**src/rtl/mpf_rd_req_arb_if.sv**
```systemverilog
// Client request / MPF c0 Tx bundle for the read-request arbiter.
// slave: arbiter side; master: clients plus channel side.
interface mpf_rd_req_arb_if #(
  parameter int unsigned N_CLIENTS   = 4,
  parameter int unsigned ADDR_WIDTH  = 42,
  parameter int unsigned MDATA_WIDTH = 16
);
  localparam int unsigned CLIENT_W = $clog2(N_CLIENTS);

  logic [N_CLIENTS-1:0]             req_valid;
  logic [N_CLIENTS*ADDR_WIDTH-1:0]  req_addr;
  logic [N_CLIENTS*MDATA_WIDTH-1:0] req_mdata;
  logic [N_CLIENTS-1:0]             req_grant;
  logic                             tx_almostFull;
  logic                             tx_valid;
  logic [ADDR_WIDTH-1:0]            tx_addr;
  logic [MDATA_WIDTH-1:0]           tx_mdata;
  logic [CLIENT_W-1:0]              tx_client;
  logic                             rsp_eop;

  modport master (
    output req_valid, req_addr, req_mdata, tx_almostFull, rsp_eop,
    input  req_grant, tx_valid, tx_addr, tx_mdata, tx_client
  );

  modport slave (
    input  req_valid, req_addr, req_mdata, tx_almostFull, rsp_eop,
    output req_grant, tx_valid, tx_addr, tx_mdata, tx_client
  );
endinterface

```
**src/rtl/mpf_rd_req_arb.sv**
```systemverilog
// Round-robin arbiter for the MPF c0 read-request channel with outstanding-read limit and drain handshake.
// Optional per-client grant statistics built when MPF_RD_ARB_STATS_EN is defined.
module mpf_rd_req_arb #(
  parameter int unsigned N_CLIENTS       = 4,
  parameter int unsigned MAX_ACTIVE_REQS = 512,
  parameter int unsigned ADDR_WIDTH      = 42,
  parameter int unsigned MDATA_WIDTH     = 16
) (
  input  logic                               clk,
  input  logic                               reset,
  mpf_rd_req_arb_if.slave                    bus,
  input  logic                               drain_req,
  output logic                               drain_done,
  output logic [$clog2(MAX_ACTIVE_REQS):0]   active_cnt,
  output logic                               err_underflow,
  output logic [N_CLIENTS*32-1:0]            stat_grant_cnt
);
  localparam int unsigned CLIENT_W = $clog2(N_CLIENTS);
  localparam int unsigned CNT_W    = $clog2(MAX_ACTIVE_REQS) + 1;

  typedef enum logic [1:0] {RUN, DRAIN, DRAINED} state_t;

  state_t               state, state_nxt;
  logic [CLIENT_W-1:0]  ptr, ptr_nxt, win;
  logic                 win_found;
  logic                 grant_ok;
  logic [CNT_W-1:0]     cnt_nxt;
  logic                 underflow;

  logic [ADDR_WIDTH-1:0]  addr_arr  [N_CLIENTS];
  logic [MDATA_WIDTH-1:0] mdata_arr [N_CLIENTS];

  for (genvar g = 0; g < N_CLIENTS; g++) begin : g_unpack
    assign addr_arr[g]  = bus.req_addr[g*ADDR_WIDTH +: ADDR_WIDTH];
    assign mdata_arr[g] = bus.req_mdata[g*MDATA_WIDTH +: MDATA_WIDTH];
  end

  // First valid client searching upward from ptr, wrapping at N_CLIENTS.
  always_comb begin
    logic [CLIENT_W:0] idx;
    win       = '0;
    win_found = 1'b0;
    idx       = '0;
    for (int unsigned i = 0; i < N_CLIENTS; i++) begin
      idx = {1'b0, ptr} + (CLIENT_W+1)'(i);
      if (idx >= (CLIENT_W+1)'(N_CLIENTS)) idx = idx - (CLIENT_W+1)'(N_CLIENTS);
      if (!win_found && bus.req_valid[idx[CLIENT_W-1:0]]) begin
        win       = idx[CLIENT_W-1:0];
        win_found = 1'b1;
      end
    end
  end

  // A request already registered on tx counts against the outstanding limit.
  always_comb begin
    grant_ok = !reset && (state == RUN) && !drain_req && !bus.tx_almostFull && win_found &&
               (((CNT_W+1)'(active_cnt) + (CNT_W+1)'(bus.tx_valid)) < (CNT_W+1)'(MAX_ACTIVE_REQS));
    bus.req_grant = '0;
    if (grant_ok) bus.req_grant[win] = 1'b1;
    ptr_nxt = ptr;
    if (grant_ok) ptr_nxt = (win == CLIENT_W'(N_CLIENTS-1)) ? '0 : win + CLIENT_W'(1);
  end

  always_comb begin
    cnt_nxt   = active_cnt;
    underflow = 1'b0;
    if (bus.tx_valid && !bus.rsp_eop) begin
      cnt_nxt = active_cnt + CNT_W'(1);
    end else if (!bus.tx_valid && bus.rsp_eop) begin
      if (active_cnt == '0) underflow = 1'b1;
      else                  cnt_nxt   = active_cnt - CNT_W'(1);
    end
  end

  // Drained is judged on the post-update count so drain_done follows the last response by one cycle.
  always_comb begin
    state_nxt  = state;
    drain_done = 1'b0;
    case (state)
      RUN:     if (drain_req) state_nxt = DRAIN;
      DRAIN: begin
        if (!drain_req)                               state_nxt = RUN;
        else if ((cnt_nxt == '0) && !bus.tx_valid)    state_nxt = DRAINED;
      end
      DRAINED: begin
        drain_done = drain_req;
        if (!drain_req) state_nxt = RUN;
      end
      default: state_nxt = RUN;
    endcase
  end

  always_ff @(posedge clk) begin
    if (reset) begin
      state         <= RUN;
      ptr           <= '0;
      active_cnt    <= '0;
      err_underflow <= 1'b0;
      bus.tx_valid  <= 1'b0;
      bus.tx_addr   <= '0;
      bus.tx_mdata  <= '0;
      bus.tx_client <= '0;
    end else begin
      state        <= state_nxt;
      ptr          <= ptr_nxt;
      active_cnt   <= cnt_nxt;
      bus.tx_valid <= grant_ok;
      if (underflow) err_underflow <= 1'b1;
      if (grant_ok) begin
        bus.tx_addr   <= addr_arr[win];
        bus.tx_mdata  <= mdata_arr[win];
        bus.tx_client <= win;
      end
    end
  end

`ifdef MPF_RD_ARB_STATS_EN
  logic [31:0] stat_q [N_CLIENTS];

  // Saturating per-client grant counters.
  always_ff @(posedge clk) begin
    if (reset) begin
      for (int unsigned i = 0; i < N_CLIENTS; i++) stat_q[i] <= '0;
    end else begin
      for (int unsigned i = 0; i < N_CLIENTS; i++) begin
        if (bus.req_grant[i] && (stat_q[i] != 32'hFFFF_FFFF)) stat_q[i] <= stat_q[i] + 32'd1;
      end
    end
  end

  for (genvar g = 0; g < N_CLIENTS; g++) begin : g_stat
    assign stat_grant_cnt[g*32 +: 32] = stat_q[g];
  end
`else
  assign stat_grant_cnt = '0;
`endif

endmodule

```
**src/flat_wrapper.sv**
```systemverilog
// flat-port wrapper written by rule: the top's interface ports become plain ports
module mpf_rd_req_arb_flat 
#(
  parameter int unsigned N_CLIENTS       = 4,
  parameter int unsigned MAX_ACTIVE_REQS = 512,
  parameter int unsigned ADDR_WIDTH      = 42,
  parameter int unsigned MDATA_WIDTH     = 16
)
  (clk, reset, drain_req, drain_done, active_cnt, err_underflow, stat_grant_cnt, bus_req_valid, bus_req_addr, bus_req_mdata, bus_tx_almostFull, bus_rsp_eop, bus_req_grant, bus_tx_valid, bus_tx_addr, bus_tx_mdata, bus_tx_client);
  mpf_rd_req_arb_if #(.N_CLIENTS(N_CLIENTS), .ADDR_WIDTH(ADDR_WIDTH), .MDATA_WIDTH(MDATA_WIDTH)) bus_i ();
  input  logic clk;
  input  logic reset;
  input  logic drain_req;
  output logic drain_done;
  output logic [$clog2(MAX_ACTIVE_REQS):0] active_cnt;
  output logic err_underflow;
  output logic [N_CLIENTS*32-1:0] stat_grant_cnt;
  input wire logic [$bits(bus_i.req_valid)-1:0] bus_req_valid;
  input wire logic [$bits(bus_i.req_addr)-1:0] bus_req_addr;
  input wire logic [$bits(bus_i.req_mdata)-1:0] bus_req_mdata;
  input wire logic [$bits(bus_i.tx_almostFull)-1:0] bus_tx_almostFull;
  input wire logic [$bits(bus_i.rsp_eop)-1:0] bus_rsp_eop;
  output wire logic [$bits(bus_i.req_grant)-1:0] bus_req_grant;
  output wire logic [$bits(bus_i.tx_valid)-1:0] bus_tx_valid;
  output wire logic [$bits(bus_i.tx_addr)-1:0] bus_tx_addr;
  output wire logic [$bits(bus_i.tx_mdata)-1:0] bus_tx_mdata;
  output wire logic [$bits(bus_i.tx_client)-1:0] bus_tx_client;
  assign bus_i.req_valid = bus_req_valid;
  assign bus_i.req_addr = bus_req_addr;
  assign bus_i.req_mdata = bus_req_mdata;
  assign bus_i.tx_almostFull = bus_tx_almostFull;
  assign bus_i.rsp_eop = bus_rsp_eop;
  assign bus_req_grant = bus_i.req_grant;
  assign bus_tx_valid = bus_i.tx_valid;
  assign bus_tx_addr = bus_i.tx_addr;
  assign bus_tx_mdata = bus_i.tx_mdata;
  assign bus_tx_client = bus_i.tx_client;
  mpf_rd_req_arb #(.N_CLIENTS(N_CLIENTS), .MAX_ACTIVE_REQS(MAX_ACTIVE_REQS), .ADDR_WIDTH(ADDR_WIDTH), .MDATA_WIDTH(MDATA_WIDTH)) u_core (.clk(clk), .reset(reset), .bus(bus_i), .drain_req(drain_req), .drain_done(drain_done), .active_cnt(active_cnt), .err_underflow(err_underflow), .stat_grant_cnt(stat_grant_cnt));
endmodule
```
**config.mk**
```make
export PLATFORM = sky130hd
export DESIGN_NAME = mpf_rd_req_arb_flat
export DESIGN_NICKNAME = d
export VERILOG_FILES = /design/src/rtl/mpf_rd_req_arb_if.sv /design/src/rtl/mpf_rd_req_arb.sv /design/src/flat_wrapper.sv
export SDC_FILE = /design/constraint.sdc
export NUM_CORES = 1
export LEC_CHECK = 0
export ABC_AREA = 1
export CAP_MARGIN = 20
export CORE_AREA = 2 2 173 175
export CTS_BUF_LIST = sky130_fd_sc_hd__clkbuf_4 sky130_fd_sc_hd__clkbuf_8 sky130_fd_sc_hd__clkbuf_16
export DETAILED_ROUTE_END_ITERATION = 10
export DIE_AREA = 0 0 175 177
export GPL_TIMING_DRIVEN = 0
export SYNTH_ARGS = -nofsm -noshare
export SYNTH_HDL_FRONTEND = slang
export SYNTH_SLANG_ARGS = --single-unit
```
**constraint.sdc**
```tcl
create_clock -name clk -period 4.5 [get_ports clk]
set_input_delay 1.35 -clock clk [delete_from_list [all_inputs] [get_ports clk]]
set_output_delay 1.35 -clock clk [all_outputs]
set_load 0.005 [all_outputs]
```
==> impl_metrics.csv, run 1 <==
group,metric,value,unit
run_status,outcome,"finished, final reports clean",
die,io_pins,446,
sta,layout_setup_ws,74.3,ps
logic_synthesis,syn-cell-area,6600,um2
sta,worstMarginPinSlew,685,ps
flow_run,drv_cap,0,
drt,vias,7950,
global_route,track_usage,17.9,%
die,start_util,22.6,%
die,dieHeight,177,um
worst_setup_path,crit_fanout,4,
power_and_ir_drop,p_comb_share,53.3,%
hold_path,hp-class,"reg -> reg",
sta,drv_slew,0,
cts,clk_pin_slew,60,ps
sta,skew,10.2,ps
worst_setup_path,critPathCaptureType,"output port",
logic_synthesis,synth_area_leaders,"nand2_1, dfxtp_1, buf_4",
drt,viasPerCell,4.00,
worst_setup_path,cpMostUsedCell,"nand2_1",
die,core_area,29200,um2
logic_synthesis,yosys-top-cells-count,"nand2_1, buf_4, nand3_1, inv_1, nor2_1",
power_and_ir_drop,clockPowerShare,23.1,%
power_and_ir_drop,seq_power_share,23.6,%
cts,ctsHtreeMaxLevel,3,
finish,final_nets,1838,
global_route,grt_pass1_vias,7550,
finish,syn_to_final_growth,72.3,%
logic_synthesis,ys_ff_latch,76,
logic_synthesis,yosys_warnings,0,
drt,detailedRoute.firstPassIterationCount,5,
placement,place_worst_setup_slack,-1170,ps
logic_synthesis,synth-compound-area-share,4.98,%
finish,antenna-diode-count,0,
global_route,grt_max_degree,17,
placement,hpwl,22900,um
worst_setup_path,path_class,"in -> out",
power_and_ir_drop,p_switching,1.50,mW
cts,numCtsBuffers,9,
drt,drcViolationCount,0,
logic_synthesis,synth_edf_count,0,
drt,wirelength,28800,um
logic_synthesis,yosysTopAreaCell,"nand2_1",
finish,drive_gt1_share,15.0,%
logic_synthesis,synth_simple_gate_area_share,45.4,%
die,fp-row-count,63,
worst_setup_path,arrival,3080,ps
sta,grt_setup_unrepaired,"true",
logic_synthesis,avgSynthCellArea,5.89,um2
die,die_width,175,um
worst_setup_path,cpMaxStageDelayCell,"dlygate4sd2_1",
drt,dr.first_iter.drc_count,339,
logic_synthesis,async_reset_ff_share,0,%
drt,wl_per_cell,14.5,um
power_and_ir_drop,switching_share,40.5,%
global_route,gr-total-overflow,0,
worst_setup_path,r2r_slack,1810,ps
power_and_ir_drop,leakagePower,5.80,nW
placement,gp_congestion,0.881,
cts,insertion_delay,350,ps
worst_setup_path,start_kind,"primary input",
sta,fmax,226,MHz
worst_setup_path,slowest_delay,240,ps
sta,period_needed,4430,ps
cts,numClockSinks,76,
logic_synthesis,ys_seq_area_share,23.0,%
drt,ant_nets,0,
cts,clock-root-buffer,"clkbuf_16",
worst_setup_path,path_cells,"dlygate4sd2_1, nand2_1, o21ai_2, nand2_1, nand2_2, a21oi_4, nand3_4, nand2_4, nand2_8, buf_12, inv_16, ha_1, inv_2, nor2_4, buf_6",
global_route,antenna_found_initial,0,
power_and_ir_drop,power.internal,2.19,mW
placement,io_buffer_count,317,
logic_synthesis,muxShareOfSynthArea,0,%
finish,finish.utilization,38.9,%
worst_setup_path,required,3150,ps
cts,cts_tree,"done",
power_and_ir_drop,ir_drop,0.144,mV
cts,clock_path_buffers,2,
sta,finalHoldViolCount,0,
logic_synthesis,synth-xor-area-share,0.512,%
die,dieArea,31000,um2
logic_synthesis,synth_cell_types,35,
logic_synthesis,synth_top_family_by_area,"simple AND/OR/NAND/NOR gates",
logic_synthesis,synthCells,1120,
logic_synthesis,synth.most_common_cell,"nand2_1",
power_and_ir_drop,p_per_area,324,nW/um2
logic_synthesis,synthAdderAreaFrac,1.14,%
sta,slew-limit-headroom,54.4,%
global_route,grt_pass1_wl,42100,um
sta,fin_crit_sh,98.3,%
logic_synthesis,ys.flop_type,"dfxtp_1",
logic_synthesis,synthDominantCellAreaShare,23.5,%
sta,setup_viol,0,
area by class of cell:
class / instances / area, um2
clock buffer: 10 / 239
inverter: 100 / 399
sequential: 76 / 1520
fill: 3137 / 17900
multi-input combinational: 885 / 4030
tap: 390 / 488
timing repair buffer: 337 / 3350
buffer: 182 / 1260
clock inverter: 6 / 93.8
registers in the layout, summed over array words and instances, names as in the netlist:
name,cells
u_core.active_cnt,10
u_core.bus.tx_addr,42
u_core.bus.tx_client,2
u_core.bus.tx_mdata,16
u_core.bus.tx_valid,1
u_core.err_underflow,1
u_core.ptr,2
u_core.state,2
metrics by stage:
step / TNS (ps) / std cells / power, mW / hold WS, ps / instance area [um2]
finish: 0 / 1986 / 3.69 / 476 / 11400
global route: -75.8 / 1986 / 4.00 / 485 / 11400
CTS: 0 / 1982 / 3.71 / 471 / 11300
detailed placement: -4290 / 1954 / 2.71 / 461 / 10700
global placement: -4080 / 1954 / 2.70 / 466 / 10700
floorplan: 0 / 1247 / 1.93 / 447 / 7080
power by group through the flow:
stage                     registers (mW)  logic, mW  clock network (mW)
after floorplan                    0.873       1.05                   0
after global placement             0.880       1.82                   0
after detailed placement           0.882       1.83                   0
after CTS                          0.867       1.96               0.883
after global routing               0.884       2.20               0.909
final                              0.869       1.97               0.852
cells by family after synthesis:
group                      Yosys count
and+or+nand+nor                    698
buffers and inverters              286
DFF                                 76
AOI/OAI and AO/OA                   50
adders and majority gates            6
xor gates and xnor gates             3
other                                1
metal layers:
layer,track usage [%],routed length (um),up-vias
li1,-,-,4163
met3,4.68,2000,24
met4,4.31,488,0
met1,21.4,12300,3477
met5,0,0,-
met2,31.9,14000,286
worst max-delay path: cells and delay by family:
kind	cells	cell delay [ps]
adder cells (fa/ha/maj)	1	150
AO/OA/AOI/OAI	2	250
AND/OR/NAND/NOR	7	690
buffers and inverters	5	620
repair_timing:
| item | in CTS | in global routing |
|---|---|---|
| setup endpoints to repair | 4 | 4 |
| resized for setup | 52 | 12 |
| hold buffers | 0 | 0 |
| cloned | 1 | 0 |
| pin swaps | 14 | 8 |
| endpoints found under the hold margin | 0 | 0 |
| buffers inserted | 15 | 4 |
worst paths after layout:
check                  startpoint                     to  cells past startpoint
max              bus_req_valid[3]       bus_req_grant[3]                     15
min reg2reg  u_core.err_underflow   u_core.err_underflow                      2
min          u_core.err_underflow   u_core.err_underflow                      2
max reg2reg         u_core.ptr[0]  u_core.bus.tx_addr[9]                     15
cell usage in the layout, fill, tap and decap left out, types with 2 or more instances in the layout:
cell / synthesis / final
clkbuf_16: 0 / 9
nand4_1: 6 / 6
or2_0: 19 / 19
inv_2: 3 / 5
or2_1: 8 / 8
nor2_1: 82 / 79
nand3b_1: 16 / 16
a21oi_1: 8 / 7
and3_1: 17 / 17
clkdlybuf4s50_1: 0 / 309
buf_1: 4 / 4
o211ai_1: 28 / 28
clkbuf_1: 13 / 12
bufinv_16: 0 / 2
buf_6: 2 / 3
o21ai_0: 7 / 6
buf_4: 136 / 152
inv_6: 0 / 2
nand2_2: 3 / 4
nor3_1: 5 / 5
nor2_2: 0 / 2
dfxtp_1: 76 / 76
inv_1: 96 / 93
nand2_1: 414 / 409
conb_1: 1 / 128
buf_12: 0 / 2
nand2_4: 1 / 4
buf_2: 31 / 30
ha_1: 6 / 6
nor2_4: 1 / 2
dlygate4sd2_1: 0 / 3
o21ai_2: 1 / 6
nand3_1: 124 / 123
(Power assumes the default switching activity.)
==> run 2: changes to the inputs <==
- CELL_PAD_IN_SITES_DETAIL_PLACEMENT: default -> 0
- CELL_PAD_IN_SITES_GLOBAL_PLACEMENT: default -> 2
- CORE_AREA: 2 2 173 175 -> default
- CORE_ASPECT_RATIO: default -> 1.75
- CORE_UTILIZATION: default -> 17
- DIE_AREA: 0 0 175 177 -> default
- PLACE_DENSITY_LB_ADDON: default -> 0.1
==> impl_metrics.csv, run 2 (same netlist as run 1, synthesis figures left out) <==
group,metric,value,unit
run_status,outcome,"finished, final reports clean",
die,core_area,38400,um2
sta,grt_setup_unrepaired,"false",
finish,fillCellCount,4352,
cts,numCtsBuffers,9,
flow_run,drv_cap,0,
global_route,antenna_found_initial,5,
finish,multi_input_area,4040,um2
power_and_ir_drop,ir_drop,0.134,mV
finish,syn_to_final_growth,74.1,%
cts,clk_pin_slew,60,ps
sta,period_needed,4390,ps
global_route,track_usage,17.7,%
power_and_ir_drop,leakagePower,5.80,nW
die,fp-row-count,95,
cts,cts_hold_buf,0,
cts,ctsHtreeMaxLevel,3,
hold_path,worstHoldStart,"u_core.err_underflow",
worst_setup_path,r2r_slack,1620,ps
sta,skew,9.76,ps
sta,worst_hold_slack,454,ps
placement,gp_congestion,0.784,
sta,finalHoldViolCount,0,
drt,detailedRoute.firstPassIterationCount,4,
finish,reg_top3,"u_core.bus.tx_addr: 42 flops, u_core.bus.tx_mdata: 16 flops, u_core.active_cnt: 10 flops",
die,start_util,17.2,%
sta,drv_slew,0,
hold_path,holdPathEnd,"u_core.err_underflow",
placement,place_inst,2049,
worst_setup_path,start_kind,"primary input",
finish,most-common-layout-cells,"nand2_1, clkdlybuf4s50_1, buf_4",
power_and_ir_drop,seq_power_share,23.3,%
finish,regMostFlops,"u_core.bus.tx_addr",
worst_setup_path,r2r_cells,13,
sta,setup_viol,0,
drt,dr.first_iter.drc_count,218,
placement,place_area,10900,um2
drt,drcViolationCount,0,
cts,insertion_delay,370,ps
finish,finish.utilization,29.9,%
power_and_ir_drop,total_power,3.74,mW
cts,numClockSinks,76,
finish,finalNonFillerCells,2083,
power_and_ir_drop,power.internal,2.18,mW
drt,wl_per_cell,16.6,um
power_and_ir_drop,switching_share,41.6,%
cts,cts_tree,"done",
drt,viasPerCell,3.78,
sta,fmax,228,MHz
power_and_ir_drop,p_switching,1.56,mW
placement,place_worst_setup_slack,-1340,ps
worst_setup_path,crit_fanout,5,
hold_path,hold_path_depth,2,
global_route,grt_pass1_vias,7788,
global_route,gr-total-overflow,0,
worst_setup_path,critPathCaptureType,"output port",
placement,hpwl,28500,um
power_and_ir_drop,clockPowerShare,23.0,%
die,dieHeight,263,um
placement,io_buffer_count,317,
global_route,grt_max_degree,18,
worst_setup_path,arrival,3040,ps
finish,final_nets,1837,
power_and_ir_drop,p_comb_share,53.7,%
finish,drive_gt1_share,15.2,%
sta,fin_setup_tns,0,ps
die,io_pins,446,
finish,final_cell_area,11500,um2
drt,wirelength,34600,um
finish,final_common_cell,"nand2_1",
power_and_ir_drop,p_per_area,325,nW/um2
cts,clock_path_buffers,2,
sta,fin_crit_sh,97.6,%
sta,layout_setup_ws,107,ps
die,die_width,151,um
worst_setup_path,r2r-start,"u_core.ptr[0]",
die,dieArea,39700,um2
drt,ant_nets,0,
global_route,grt_pass1_wl,50100,um
drt,vias,7884,
hold_path,hp-class,"reg -> reg",
sta,worstMarginPinSlew,652,ps
finish,largest_reg_flops,42,
cts,clock-root-buffer,"clkbuf_16",
sta,slew-limit-headroom,56.5,%
worst_setup_path,required,3150,ps
finish,regArea,1520,um2
worst_setup_path,worstReg2RegEnd,"u_core.bus.tx_addr[30]",
worst_setup_path,path_class,"in -> out",
## run 2: routing by layer
metal	GRT usage [%]	vias up	wire, um
met3	5.02	27	2550
met5	0	-	23
li1	-	4163	-
met2	35.2	264	19900
met4	5.76	4	548
met1	16.5	3426	11600
## run 2: critical path, stage by stage
cell and delay, ps:
clkdlybuf4s15_1 210, inv_1 60, o21ai_2 160, inv_1 70, nand2_2 90, nand2_2 90, a21oi_2 150, nand2_2 100
nand2_8 140, inv_16 40, buf_4 140, ha_1 190, inv_1 50, nor2_1 40, buf_2 150
## run 2: power by group through the flow
| stage | logic [mW] | registers [mW] | clock network (mW) |
|---|---|---|---|
| after CTS | 2.06 | 0.875 | 0.899 |
| after global placement | 1.93 | 0.886 | 0 |
| after detailed placement | 1.92 | 0.889 | 0 |
| after global routing | 2.26 | 0.887 | 0.920 |
| final | 2.00 | 0.870 | 0.860 |
| after floorplan | 1.05 | 0.873 | 0 |
## run 2: worst max path at each step
stage,start,end,slack [ps],cells past startpoint
final,bus_req_valid[3],bus_req_grant[1],110,15
after global routing,bus_req_valid[3],bus_req_grant[2],10,15
after CTS,bus_req_valid[0],bus_req_grant[1],0.7,15
after detailed placement,bus_req_valid[2],bus_req_grant[0],-1340,14
after global placement,bus_req_valid[2],bus_req_grant[0],-1330,14
after floorplan,bus_req_valid[2],bus_req_grant[3],420,13
## run 2: final cells by class
type | instances | share of cell area (%)
Multi-Input combinational cell | 885 | 35.1
Timing Repair Buffer | 336 | 29.0
Sequential cell | 76 | 13.2
Buffer | 182 | 11.0
Tap cell | 485 | 5.28
Inverter | 100 | 3.47
Clock buffer | 10 | 2.08
Clock inverter | 6 | 0.751
Antenna cell | 3 | 0.0653
## run 2: what timing repair did
item / 4_1_cts / 5_1_grt
setup endpoints to repair: 4 / 4
resized for setup: 63 / 11
pin swaps: 14 / 9
setup buffers: 16 / 2
cloned: 1 / 0
==> run 3: changes to the inputs <==
- CAP_MARGIN: 20 -> default
==> results of run 3 <==
No change in the layout: final DEF, timing and power equal those of run 2.
